## src/rtl/pipe_pkg.sv

```systemverilog
// Shared types and constants for the pipeline stage register.
// Holds the occupancy state encoding, the NOP bubble word and default widths.
package pipe_pkg;

    localparam int unsigned DefDataW = 256;
    localparam int unsigned DefCntW  = 16;
    localparam int unsigned MaxDataW = 1024;

    // Bubble encoding: an all-zero payload decodes as a NOP downstream.
    localparam logic [MaxDataW-1:0] NopWord = '0;

    typedef enum logic [1:0] {
        StEmpty = 2'd0,
        StOne   = 2'd1,
        StTwo   = 2'd2
    } pipe_state_e;

endpackage

```

## src/rtl/sat_counter.sv

```systemverilog
// Saturating up-counter: counts cycles with inc=1, sticks at all-ones.
module sat_counter #(
    parameter int unsigned CNT_W = 16
) (
    input  logic             clk,
    input  logic             rst,
    input  logic             inc,
    output logic [CNT_W-1:0] count
);

    logic [CNT_W-1:0] count_q;

    always_ff @(posedge clk) begin
        if (rst) begin
            count_q <= '0;
        end else if (inc && (count_q != {CNT_W{1'b1}})) begin
            count_q <= count_q + CNT_W'(1);
        end
    end

    assign count = count_q;

endmodule

```

## src/rtl/pipe_stage_reg.sv

```systemverilog
// Valid/ready pipeline stage register with optional two-entry skid buffer,
// flush, NOP bubbles and a saturating stall-cycle counter.
module pipe_stage_reg
    import pipe_pkg::*;
#(
    parameter int unsigned DATA_W = DefDataW,
    parameter int unsigned SKID   = 1,
    parameter int unsigned CNT_W  = DefCntW
) (
    input  logic              clk,
    input  logic              rst,
    input  logic              flush,
    input  logic              in_valid,
    output logic              in_ready,
    input  logic [DATA_W-1:0] in_data,
    output logic              out_valid,
    input  logic              out_ready,
    output logic [DATA_W-1:0] out_data,
    output logic [1:0]        level,
    output logic [CNT_W-1:0]  stall_cnt
);

    pipe_state_e       state_q;
    logic [DATA_W-1:0] main_q;
    logic [DATA_W-1:0] skid_q;
    logic              in_xfer;
    logic              out_xfer;

    assign out_valid = (state_q != StEmpty);
    assign out_data  = out_valid ? main_q : NopWord[DATA_W-1:0];
    assign level     = 2'(state_q);
    assign in_xfer   = in_valid && in_ready;
    assign out_xfer  = out_valid && out_ready;

    // The skid variant breaks the ready path: in_ready depends on state alone.
    if (SKID != 0) begin : g_skid
        assign in_ready = !rst && (state_q != StTwo);
    end else begin : g_pass
        assign in_ready = !rst && (!out_valid || out_ready);
    end

    always_ff @(posedge clk) begin
        if (rst || flush) begin
            state_q <= StEmpty;
            main_q  <= '0;
            skid_q  <= '0;
        end else begin
            case (state_q)
                StEmpty: begin
                    if (in_xfer) begin
                        main_q  <= in_data;
                        state_q <= StOne;
                    end
                end
                StOne: begin
                    if (in_xfer && out_xfer) begin
                        main_q <= in_data;
                    end else if (in_xfer && (SKID != 0)) begin
                        skid_q  <= in_data;
                        state_q <= StTwo;
                    end else if (out_xfer) begin
                        main_q  <= '0;
                        state_q <= StEmpty;
                    end
                end
                StTwo: begin
                    if (out_xfer) begin
                        main_q  <= skid_q;
                        skid_q  <= '0;
                        state_q <= StOne;
                    end
                end
                default: begin
                    state_q <= StEmpty;
                    main_q  <= '0;
                    skid_q  <= '0;
                end
            endcase
        end
    end

    sat_counter #(
        .CNT_W(CNT_W)
    ) u_stall_cnt (
        .clk  (clk),
        .rst  (rst),
        .inc  (out_valid && !out_ready),
        .count(stall_cnt)
    );

endmodule

```

## config.mk

```make
export PLATFORM = sky130hd
export DESIGN_NAME = pipe_stage_reg
export DESIGN_NICKNAME = d
export VERILOG_FILES = /design/src/rtl/pipe_pkg.sv /design/src/rtl/sat_counter.sv /design/src/rtl/pipe_stage_reg.sv
export SDC_FILE = /design/constraint.sdc
export NUM_CORES = 1
export LEC_CHECK = 0
export ABC_AREA = 1
export ABC_CLOCK_PERIOD_IN_PS = 3100
export BUFFER_PORTS_ARGS = -buffer_cell sky130_fd_sc_hd__clkbuf_2
export CORE_ASPECT_RATIO = 1.1
export CORE_UTILIZATION = 50
export DETAILED_ROUTE_END_ITERATION = 6
export PLACE_DENSITY = 0.73
export SETUP_SLACK_MARGIN = 0.5
export SLEW_MARGIN = 25
export SYNTH_ARGS = -nofsm -noshare
export SYNTH_HDL_FRONTEND = slang
export SYNTH_SLANG_ARGS = --single-unit
```

## constraint.sdc

```tcl
create_clock -name clk -period 3.1 [get_ports clk]
set_input_delay 0.31 -clock clk [delete_from_list [all_inputs] [get_ports clk]]
set_output_delay 0.31 -clock clk [all_outputs]
set_load 0.05 [all_outputs]
```

==> flow_metrics.env, run 1 <==
export IMPL_outcome="finished clean"
export IMPL_synth_most_common_cell="nand2_1"
export IMPL_post_place_ws_ns=0.716
export IMPL_worst_ir_drop_vdd_v=0.000425
export IMPL_rows=89
export IMPL_drv_cap=0
export IMPL_wl_per_cell_um=14.8
export IMPL_dieArea_um2=55500
export IMPL_track_usage_pct=29.5
export IMPL_cts_max_level=2
export IMPL_place_area_um2=30100
export IMPL_drt_initial_drc_count=2261
export IMPL_synth_area_leader_cell="dfxtp_1"
export IMPL_slew_headroom_pct=41.8
export IMPL_synth_cell_types=23
export IMPL_r2r_slack_ns=0.79
export IMPL_nNetsFinal=5193
export IMPL_cts_buffers=57
export IMPL_synth_top_cell_area_share_pct=38.9
export IMPL_antenna_found_initial=6
export IMPL_tightest_slew_ns=0.873
export IMPL_finalCritPeriodShare_pct=84.5
export IMPL_cts_tree="done"
export IMPL_synth_edf_count=0
export IMPL_cp_max_fo=127
export IMPL_final_area_um2=32200
export IMPL_drive_above_1_share_pct=14.0
export IMPL_avgViaCountPerCell=5.07
export IMPL_drv_slew=0
export IMPL_synth_flop_cell="dfxtp_1"
export IMPL_drc_errors=0
export IMPL_path_clk_slew_ns=0.06
export IMPL_finalSetupViolCount=0
export IMPL_synth_area_top_cells="dfxtp_1 (39%), nand2_1 (21%), nor2_1 (12%)"
export IMPL_routed_wl_um=84400
export IMPL_numPortBuffers=536
export IMPL_rr_worst_depth=8
export IMPL_r2r_end="skid_q[43]"
export IMPL_grt_pass1_wl_um=133000
export IMPL_gp_congestion=0.859
export IMPL_worst_setup_path_start_kind="flop"
export IMPL_fillCellCount=5382
export IMPL_area_growth_pct=18.0
export IMPL_first_pass_iters=5
export IMPL_crit_start="level[1]"
export IMPL_die_height_um=247
export IMPL_cts_root_buf="clkbuf_16"
export IMPL_core_um2=53800
export IMPL_start_util_pct=50.8
export IMPL_die_w_um=225
export IMPL_fin_crit_ns=2.62
export IMPL_ios=537
export IMPL_critical_path_class="reg -> out"
export IMPL_powerDensity_nw_per_um2=482
export IMPL_cp_end_kind="output port"
export IMPL_ant_nets=0
export IMPL_insertion_delay_ns=0.61
export IMPL_fin_ws_ns=0.481
export IMPL_synthCells=4582
export IMPL_rsz0062_at_grt="true"
export IMPL_ys_warn_count=0
export IMPL_leakage_uw=0.0138
export IMPL_num_vias=28900
export IMPL_synth_fp_nets=4844
export IMPL_cp_endpoint="out_data[35]"
export IMPL_grt_overflow=0
export IMPL_syn_area_um2=27300
export IMPL_worstReg2RegStart="level[1]"
export IMPL_clkSinkCount=530
export IMPL_crit_arrival_ns=2.31
export IMPL_hold_path_class="in -> reg"
export IMPL_cts_buffer_depth=3
export IMPL_syn_avg_cell_area_um2=5.96
export IMPL_power_uw=15500
export IMPL_hold_viol=0
export IMPL_async_flop_share_pct=0
export IMPL_grt_max_degree=174
export IMPL_netlist_top_cells_count="nand2_1 (1521), nor2_1 (866), dfxtp_1 (530), inv_1 (526), a21oi_1 (361)"
export IMPL_dpl_hpwl_um=51300
export IMPL_final_setup_skew_ns=0.0308
export IMPL_fmax_ghz=0.382
export IMPL_ys_seq_area_share_pct=38.9
export IMPL_grt_pass1_vias=25700
export IMPL_crit_required_ns=2.79
export IMPL_ys_seq_elements=530
export IMPL_tns_ns=0
per-stage QoR:
step | instances | utilization, % | hold slack [ns]
global route | 5702 | 59.9 | 0.0417
detailed placement | 5588 | 56.0 | 0.455
global placement | 5588 | 56.0 | 0.451
CTS | 5699 | 59.8 | 0.00176
finish | 5704 | 59.9 | 0.0349
floorplan | 4582 | - | 0.379
layout make-up:
type	count	area, um2	share of cell area [%]
Tap cell	728	911	2.83
Antenna cell	4	10.0	0.0311
Clock inverter	20	260	0.808
Clock buffer	80	1610	5.01
Multi-Input combinational cell	3213	13200	41.0
Sequential cell	530	10600	32.9
Inverter	529	2020	6.26
Timing Repair Buffer	600	3570	11.1
power by group:
| group | switching (uW) | total [uW] | internal (uW) | leakage, uW |
|---|---|---|---|---|
| sequential | 66.3 | 7010 | 6940 | 0.00429 |
| clock | 2820 | 6920 | 4100 | 0.000914 |
| combinational | 1090 | 1620 | 529 | 0.00861 |
how the worst min path moves through the flow:
stage	from	end	slack [ns]	depth (start not counted)
finish	in_data[34]	skid_q[34]	0.03	5
global route	in_data[53]	skid_q[53]	0.04	5
floorplan	rst	u_stall_cnt.count[15]	0.38	1
CTS	in_data[227]	skid_q[227]	0.002	5
detailed placement	main_q[52]	main_q[52]	0.46	2
global placement	skid_q[98]	skid_q[98]	0.45	2
placed cells by master (no fill, tap or decap), types with 13 or more instances in the layout:
cell and instances:
nand2_1 1520, nor2_1 861, clkbuf_2 535, dfxtp_1 529, inv_1 525, a21oi_1 361
nand3_1 256, o21ai_0 180, clkbuf_16 59, buf_4 26, buf_12 24, clkbuf_1 13
sequential cells by signal, indices dropped and copies added, names as in the netlist:
| signal | count |
|---|---|
| u_stall_cnt.count | 16 |
| main_q | 256 |
| skid_q | 256 |
| level | 2 |
routing by layer:
layer,up-vias,GRT usage [%],wire [um]
met1,13200,38.1,36200
met3,171,4.47,5450
met5,-,0,61
met2,980,48.9,39600
met4,8,12.2,3090
li1,14600,-,-
worst max-delay path: stages (launching register included):
cell,delay [ns]
dfxtp_1,0.47
nor2_4,0.11
clkbuf_16,0.27
nor2_1,0.32
clkbuf_2,0.35
cells by family after synthesis:
family          share of synthesized area (%)
compound gates                           10.1
buf+inv                                  12.9
fa+ha+maj                              0.0458
simple gates                             37.9
flops                                    38.9
xor+xnor                                0.160
timing repair:
item	4_1_cts	5_1_grt
hold endpoints to repair	8	0
setup buffers	2	0
gates cloned	1	1
gates resized for setup	7	4
pin swaps	1	0
hold buffers	8	0
endpoints found under the setup margin	116	41
(Power assumes the default switching activity.)
==> run 2: changes to the inputs <==
ABC_CLOCK_PERIOD_IN_PS = 2400   (was 3100)
PLACE_DENSITY = 0.76   (was 0.73)
clock period = 2.4 ns   (was 3.1 ns; I/O delays follow)
==> flow_metrics.env, run 2 (synthesized netlist as in run 1, its figures left out) <==
export IMPL_outcome="finished clean"
export IMPL_drc_errors=0
export IMPL_worst_setup_path_start_kind="flop"
export IMPL_dpl_hpwl_um=53000
export IMPL_final_setup_skew_ns=0.0185
export IMPL_critical_path_class="reg -> out"
export IMPL_routed_wl_um=98100
export IMPL_tightest_slew_ns=0.650
export IMPL_die_w_um=225
export IMPL_start_util_pct=50.8
export IMPL_finalSetupViolCount=0
export IMPL_grt_max_degree=141
export IMPL_worst_ir_drop_vdd_v=0.000579
export IMPL_r2r_end="main_q[167]"
export IMPL_cts_buffer_depth=3
export IMPL_ios=537
export IMPL_finalCritPeriodShare_pct=93.0
export IMPL_worstReg2RegStart="level[1]"
export IMPL_num_vias=31400
export IMPL_ant_nets=0
export IMPL_die_height_um=247
export IMPL_pwr_share_comb_pct=12.8
export IMPL_powerDensity_nw_per_um2=570
export IMPL_clkSinkCount=530
export IMPL_drt_initial_drc_count=3176
export IMPL_dieArea_um2=55500
export IMPL_drv_slew=0
export IMPL_layout_cells_most_common="nand2_1"
export IMPL_cts_buffers=56
export IMPL_cp_end_kind="output port"
export IMPL_gp_congestion=0.838
export IMPL_final_area_um2=36500
export IMPL_layout_common_cells="nand2_1 (1518), nor2_1 (693), dfxtp_1 (526)"
export IMPL_drv_cap=0
export IMPL_leakage_uw=0.0155
export IMPL_wl_per_cell_um=16.5
export IMPL_area_growth_pct=33.7
export IMPL_track_usage_pct=32.9
export IMPL_rr_worst_depth=10
export IMPL_grt_overflow=0
export IMPL_cp_max_fo=10
export IMPL_crit_arrival_ns=1.99
export IMPL_rsz0062_at_grt="true"
export IMPL_nNetsFinal=5436
export IMPL_place_area_um2=30900
export IMPL_switching_share_pct=26.1
export IMPL_antenna_found_initial=9
export IMPL_grt_pass1_vias=27600
export IMPL_seqPwrFrac_pct=43.5
export IMPL_rows=89
export IMPL_cts_max_level=2
export IMPL_crit_start="level[0]"
export IMPL_p_int_uw=15400
export IMPL_fmax_ghz=0.448
export IMPL_power_uw=20800
export IMPL_tns_ns=0
export IMPL_cts_root_buf="clkbuf_16"
export IMPL_fin_crit_ns=2.23
export IMPL_cp_endpoint="out_data[130]"
export IMPL_avgViaCountPerCell=5.28
export IMPL_crit_required_ns=2.16
export IMPL_insertion_delay_ns=0.61
export IMPL_core_um2=53800
export IMPL_cts_tree="done"
export IMPL_slew_headroom_pct=56.7
export IMPL_grt_pass1_wl_um=148000
export IMPL_final_util_pct=67.9
export IMPL_first_pass_iters=5
export IMPL_pwr_share_clk_pct=43.7
export IMPL_switchingPower_uw=5440
export IMPL_r2r_slack_ns=0.31
export IMPL_hold_path_class="in -> reg"
export IMPL_path_clk_slew_ns=0.06
export IMPL_numPortBuffers=536
export IMPL_hold_viol=0
export IMPL_drive_above_1_share_pct=18.3
run 2: cell count changes in the layout (fill, tap and decap cells not counted), sizes merged:
| cell | previous run | this run |
|---|---|---|
| buf | 53 | 174 |
| bufbuf | 1 | 8 |
| bufinv | 6 | 4 |
| clkbuf | 618 | 579 |
| clkinv | 10 | 8 |
| clkinvlp | 4 | 0 |
| dlygate4sd3 | 8 | 171 |
| inv | 529 | 532 |
run 2: repair_timing:
item | in CTS | in global routing
hold endpoints to repair | 218 | 0
setup buffers | 14 | 25
gates cloned | 16 | 11
hold buffers | 171 | 0
resized for setup | 183 | 121
pin swaps | 1 | 1
endpoints found under the setup margin | 453 | 783
run 2: area by class of cell:
class / instances / area (um2)
Clock inverter: 13 / 178
Timing Repair inverter: 2 / 20.0
Inverter: 529 / 2040
Sequential cell: 530 / 10600
Multi-Input combinational cell: 3213 / 13800
Clock buffer: 90 / 1740
Fill cell: 4502 / 17300
Antenna cell: 4 / 10.0
Timing Repair Buffer: 842 / 7220
Tap cell: 728 / 911
run 2: how the worst min path moves through the flow:
stage,depth (start not counted),start,slack [ns],to
5_1_grt,5,in_data[240],0.02,main_q[240]
3_5_place_dp,2,skid_q[108],0.45,skid_q[108]
4_1_cts,5,in_data[244],0.0001,main_q[244]
2_1_floorplan,1,rst,0.31,u_stall_cnt.count[15]
3_3_place_gp,2,main_q[138],0.45,main_q[138]
6_report,5,in_data[156],0.01,main_q[156]
run 2: per-layer routing:
layer | track usage, % | routed length, um | vias up
met5 | 0.448 | 84 | -
met4 | 15.4 | 5050 | 10
met3 | 6.94 | 8660 | 393
met2 | 51.9 | 44600 | 1619
met1 | 43.0 | 39700 | 14300
li1 | - | - | 15100
run 2: power by group through the flow:
stage / clock network (uW) / registers [uW] / logic (uW)
2_1_floorplan: 0 / 9220 / 1370
3_3_place_gp: 0 / 9240 / 2100
3_5_place_dp: 0 / 9240 / 2120
4_1_cts: 9160 / 9050 / 2480
5_1_grt: 9520 / 9070 / 2900
6_report: 9090 / 9060 / 2670
run 2: per-stage QoR:
stage	cells	worst slack [ns]	hold slack, ns
floorplan	4582	0.290	0.309
global placement	5607	0.371	0.452
detailed placement	5607	0.324	0.453
CTS	5911	0.127	0.000113
global route	5950	0.111	0.0218
finish	5951	0.168	0.0141
run 2: worst max-delay path, cell delays in order (launching register included):
cell      delay (ns)
dfxtp_4         0.36
nor2_4          0.05
buf_12          0.14
buf_16          0.17
buf_12          0.15
buf_16          0.14
nor2_2          0.14
clkbuf_8        0.21
